### config.mk
export PLATFORM = sky130hd
export DESIGN_NAME = uart_rx
export DESIGN_NICKNAME = d
export VERILOG_FILES = /design/src/rtl/uart_pkg.sv /design/src/rtl/uart_sync2.sv /design/src/rtl/uart_rx.sv
export SDC_FILE = /design/constraint.sdc
export NUM_CORES = 1
export LEC_CHECK = 0
export ABC_CLOCK_PERIOD_IN_PS = 6000
export BUFFER_PORTS_ARGS = -buffer_cell sky130_fd_sc_hd__buf_4
export CAP_MARGIN = 20
export CELL_PAD_IN_SITES_DETAIL_PLACEMENT = 0
export CELL_PAD_IN_SITES_GLOBAL_PLACEMENT = 1
export CORE_AREA = 3 3 68 70
export DETAILED_ROUTE_END_ITERATION = 7
export DIE_AREA = 0 0 71 73
export PLACE_DENSITY = 0.85
export SLEW_MARGIN = 20
export SYNTH_ARGS = -nofsm -noshare
export SYNTH_HDL_FRONTEND = slang
export SYNTH_SLANG_ARGS = --single-unit
### constraint.sdc
create_clock -name clk -period 6 [get_ports clk]
set_clock_uncertainty 0.05 [all_clocks]
set_input_delay 0.6 -clock clk [delete_from_list [all_inputs] [get_ports clk]]
set_output_delay 0.6 -clock clk [all_outputs]
set_load 0.1 [all_outputs]
### src/rtl/uart_pkg.sv
// Shared types and helpers for the UART receive path.
package uart_pkg;

  // Receiver FSM states; WAIT_HIGH guards against locking on mid-frame.
  typedef enum logic [2:0] {
    WAIT_HIGH,
    IDLE,
    START,
    DATA,
    STOP
  } uart_rx_state_e;

  // Clocks per bit period.
  function automatic int pulse_width(input int clk_freq, input int baud);
    return clk_freq / baud;
  endfunction

endpackage

### src/rtl/uart_sync2.sv
// Two-flop synchronizer for a single asynchronous input bit.
module uart_sync2 #(
  parameter logic RST_VAL = 1'b1
) (
  input  logic clk,
  input  logic rstn,
  input  logic d,
  output logic q
);

  logic meta_reg;

  // Two back-to-back flops; both preset to the line's idle level.
  always_ff @(posedge clk or negedge rstn) begin
    if (!rstn) begin
      meta_reg <= RST_VAL;
      q        <= RST_VAL;
    end else begin
      meta_reg <= d;
      q        <= meta_reg;
    end
  end

endmodule

### src/rtl/uart_rx.sv
// UART receiver: 1 start, DATA_WIDTH data bits LSB first, 1 stop, no parity.
// Words are presented on a valid/ready handshake; framing errors and overruns pulse.
module uart_rx
  import uart_pkg::*;
#(
  parameter int DATA_WIDTH = 8,
  parameter int BAUD_RATE  = 9600,
  parameter int CLK_FREQ   = 100_000_000
) (
  input  logic                  clk,
  input  logic                  rstn,
  input  logic                  rx,
  output logic [DATA_WIDTH-1:0] data,
  output logic                  valid,
  input  logic                  ready,
  output logic                  frame_err,
  output logic                  overrun,
  output logic                  busy
);

  localparam int PULSE_WIDTH = pulse_width(CLK_FREQ, BAUD_RATE);
  localparam int HALF_PULSE  = PULSE_WIDTH / 2;
  localparam int CW          = $clog2(PULSE_WIDTH);
  localparam int BW          = $clog2(DATA_WIDTH + 1);

  logic                  rx_s;
  uart_rx_state_e        state_reg, state_next;
  logic [CW-1:0]         cnt_reg, cnt_next;
  logic [BW-1:0]         bit_reg, bit_next;
  logic [DATA_WIDTH-1:0] shift_reg, shift_next;
  logic [DATA_WIDTH-1:0] data_reg, data_next;
  logic                  valid_reg, valid_next;
  logic                  frame_err_reg, frame_err_next;
  logic                  overrun_reg, overrun_next;

  uart_sync2 #(.RST_VAL(1'b1)) u_sync (
    .clk  (clk),
    .rstn (rstn),
    .d    (rx),
    .q    (rx_s)
  );

  // State, counters, shift and output registers.
  always_ff @(posedge clk or negedge rstn) begin
    if (!rstn) begin
      state_reg     <= WAIT_HIGH;
      cnt_reg       <= '0;
      bit_reg       <= '0;
      shift_reg     <= '0;
      data_reg      <= '0;
      valid_reg     <= 1'b0;
      frame_err_reg <= 1'b0;
      overrun_reg   <= 1'b0;
    end else begin
      state_reg     <= state_next;
      cnt_reg       <= cnt_next;
      bit_reg       <= bit_next;
      shift_reg     <= shift_next;
      data_reg      <= data_next;
      valid_reg     <= valid_next;
      frame_err_reg <= frame_err_next;
      overrun_reg   <= overrun_next;
    end
  end

  // Next-state, bit sampling and output-register update; cnt restarts on each new state or bit.
  always_comb begin
    state_next     = state_reg;
    cnt_next       = cnt_reg + CW'(1);
    bit_next       = bit_reg;
    shift_next     = shift_reg;
    data_next      = data_reg;
    valid_next     = valid_reg && !ready;
    frame_err_next = 1'b0;
    overrun_next   = 1'b0;

    case (state_reg)
      WAIT_HIGH: begin
        cnt_next = '0;
        if (rx_s) state_next = IDLE;
      end
      IDLE: begin
        cnt_next = '0;
        if (!rx_s) state_next = START;
      end
      START: begin
        if (cnt_reg == CW'(HALF_PULSE - 1)) begin
          cnt_next   = '0;
          bit_next   = '0;
          // A line that is back high at mid-start was only a glitch.
          state_next = rx_s ? IDLE : DATA;
        end
      end
      DATA: begin
        if (cnt_reg == CW'(PULSE_WIDTH - 1)) begin
          cnt_next   = '0;
          shift_next = {rx_s, shift_reg[DATA_WIDTH-1:1]};
          if (bit_reg == BW'(DATA_WIDTH - 1)) begin
            state_next = STOP;
          end else begin
            bit_next = bit_reg + BW'(1);
          end
        end
      end
      STOP: begin
        if (cnt_reg == CW'(PULSE_WIDTH - 1)) begin
          cnt_next = '0;
          if (rx_s) begin
            // Leave at mid stop bit so an immediately following start edge is seen.
            state_next = IDLE;
            if (!valid_reg || ready) begin
              data_next  = shift_reg;
              valid_next = 1'b1;
            end else begin
              overrun_next = 1'b1;
            end
          end else begin
            frame_err_next = 1'b1;
            state_next     = WAIT_HIGH;
          end
        end
      end
      default: state_next = WAIT_HIGH;
    endcase
  end

  assign data      = data_reg;
  assign valid     = valid_reg;
  assign frame_err = frame_err_reg;
  assign overrun   = overrun_reg;
  assign busy      = (state_reg != IDLE) && (state_reg != WAIT_HIGH);

endmodule

==> results.toml <==
[worst_setup_path]
cp.required_ps = 6130
cp-end-kind = "flop"
cp_max_fo = 8
path_cells = "ha_1 -> nand4bb_4 -> nor4_4 -> and4_1 -> mux2_2"
crit_slowest_cell = "and4_1"
arrival_ps = 2410
critical-path-max-stage-delay_ps = 490
setup.worst_path.class = "reg2reg"
path_delay_family = "simple AND/OR/NAND/NOR gates"
path_buf_inv = 0
start_kind = "flop"

[synthesis]
ys_types = 41
syn_inst = 189
yosysMostFrequentCell = "dfrtp_1"
synth_top_area_share_pct = 50.4
ys.warnings.count = 0
avgSynthCellArea_um2 = 10.5
synth_area_leaders = "dfrtp_1 50%, nand2_1 6.0%, mux2_2 4.5%, nor2_1 4.3%, nand3_1 3.8%"
synthArstFlopShare_pct = 100
yosysTopAreaCell = "dfrtp_1"
synth_seq_cells = 42
ys_seq_area_share_pct = 53.0
yosys-top-cells-count = "40 x dfrtp_1, 32 x nand2_1, 23 x nor2_1, 15 x nand3_1"
synth-edff-count = 0
syn_area_um2 = 1990
syn-num-nets = 195
ys.flop_type = "dfrtp_1"

[sta]
fin_crit_sh_pct = 37.9
worstMarginPinSlew_ps = 505
hold_viol = 0
drv_slew = 0
relSlewSlack_pct = 66.3
fin_crit_ps = 2270
setup_tns_ps = 0
setup_viol = 0
fmax_mhz = 440
rsz0062_at_grt = "no"

[floorplan]
io_pins = 16
core_area_um2 = 4030
chipHeight_um = 73
dieWidth_um = 71
initial_core_util_pct = 49.3
rows = 23
die_area_um2 = 5180

[cts]
clock_path_buffers = 2
cts_htree_levels = 2
cts-hold-fix-buffers = 0
cts_buffers = 5
clkTransAtPathRegs_ps = 80
cts-resized-gates = 0
cts_tree = "done"
cts_sinks = 42
postCtsSetupRepairBufs = 0
clkLatencyLatePin_ps = 300
cts-root-buf = "clkbuf_8"

[finish]
drive_above_1_share_pct = 19.5
final_cells = 255
layout.nets = 210
multi_input_area_um2 = 877
fin_util_pct = 56.1
register_area_um2 = 1050
area_growth_pct = 13.9
antennaDiodeCount = 0
fillers = 355
largest_register_ffs = 14

[outcome]
status = "complete, no violations"

[placed_design]
placed_cells = 247
portBuffers = 15
finalWeightedCongestion = 0.817
hpwl_um = 2560

[route]
first_iter_violations = 46
drt_wl_total_um = 3500
dr.pass1.iters = 4
via_per_inst = 5.37
drc = 0
drtAntennaViolNets = 0
routed_wire_length_per_instance_um = 13.7
vias = 1369

[grt]
grt.overflow.total = 0
grt_pass1_vias = 1325
grt_usage_pct = 15.1
grt_pass1_wl_um = 6070
grt_start_max_net_pins = 43
antenna_found_initial = 0

[flow_run]
maxCapViolCount = 0

[power_and_ir_drop]
power_per_cell_area_nw_per_um2 = 328
peakVddDrop_mv = 0.138
power_leakage_nw = 1.06

[worst_hold_path]
hp-class = "in2async"
[metrics by stage]
| stage | hold WS, ps | setup WS [ps] | instance area [um2] | power (mW) |
|---|---|---|---|---|
| floorplan | 254 | 4050 | 1990 | 0.458 |
| global placement | 296 | 3850 | 2120 | 0.478 |
| detailed placement | 298 | 3730 | 2120 | 0.484 |
| CTS | 233 | 3710 | 2260 | 0.750 |
| global route | 258 | 3600 | 2260 | 0.783 |
| finish | 225 | 3730 | 2260 | 0.742 |
[worst reg2reg max path, delay by kind of cell, from the launching register on]
family                     cells  cell delay, ps
muxes                          1             390
and+or+nand+nor                3            1040
adders and majority gates      1             310
DFF                            1             380
[power breakdown]
| part | internal (mW) | switching, mW | leakage, nW |
|---|---|---|---|
| logic | 0.0470 | 0.108 | 0.420 |
| clock network | 0.167 | 0.0966 | 0.0683 |
| registers | 0.300 | 0.0241 | 0.575 |
[kinds of logic (layout without fill, tap and decap cells)]
logic type	after synthesis	count (layout)	share of synthesized area, %
AO/OA/AOI/OAI	12	12	4.03
flip-flops	42	42	53.0
adder cells (fa/ha/maj)	2	2	1.26
AND/OR/NAND/NOR	99	99	28.0
buffers and inverters	12	28	2.83
XOR/XNOR	12	12	5.29
multiplexers	10	10	5.60
[final cells by class]
type                    instances  share of cell area [%]
flip-flops and latches         42                    46.6
multi-input cells             135                    38.8
repair buffers                 15                    4.98
clock buffers                   5                    3.04
clock inverters                 3                    3.04
well taps                      50                    2.77
inverters                       5                   0.830
[placed cells by master, fill, tap and decap left out, types with 2 or more instances in the layout]
master and count:
and3_1 3, and4_1 2, buf_4 15, bufinv_16 2, clkbuf_8 5, dfrtp_1 40
dfstp_2 2, ha_1 2, inv_1 5, mux2_2 8, nand2_1 32, nand2b_1 3
nand3_1 15, nand3b_1 3, nand4_1 2, nand4bb_1 3, nor2_1 23, nor4_4 2
o21ai_0 4, o31ai_1 2, xnor2_1 4, xor2_1 8
[layer usage]
layer | vias up | wire length, um | GRT usage [%]
li1 | 671 | - | -
met2 | 19 | 1810 | 26.4
met1 | 673 | 1490 | 17.8
met5 | - | 0 | 0
met4 | 0 | 56 | 5.64
met3 | 6 | 147 | 4.27
[final timing paths]
path / startpoint / endpoint / slack (ps) / depth (start not counted)
setup reg to reg: cnt_reg[0] / data[5] / 3730 / 5
min in group clk: u_sync.meta_reg / u_sync.q / 310 / 0
setup / recovery: cnt_reg[0] / data[5] / 3730 / 5
hold / removal: rstn / data[0] / 220 / 1
hold reg to reg: u_sync.meta_reg / u_sync.q / 310 / 0
max in group asynchronous: rstn / u_sync.meta_reg / 5310 / 1
No activity file was read; power rests on OpenSTA's default activity.
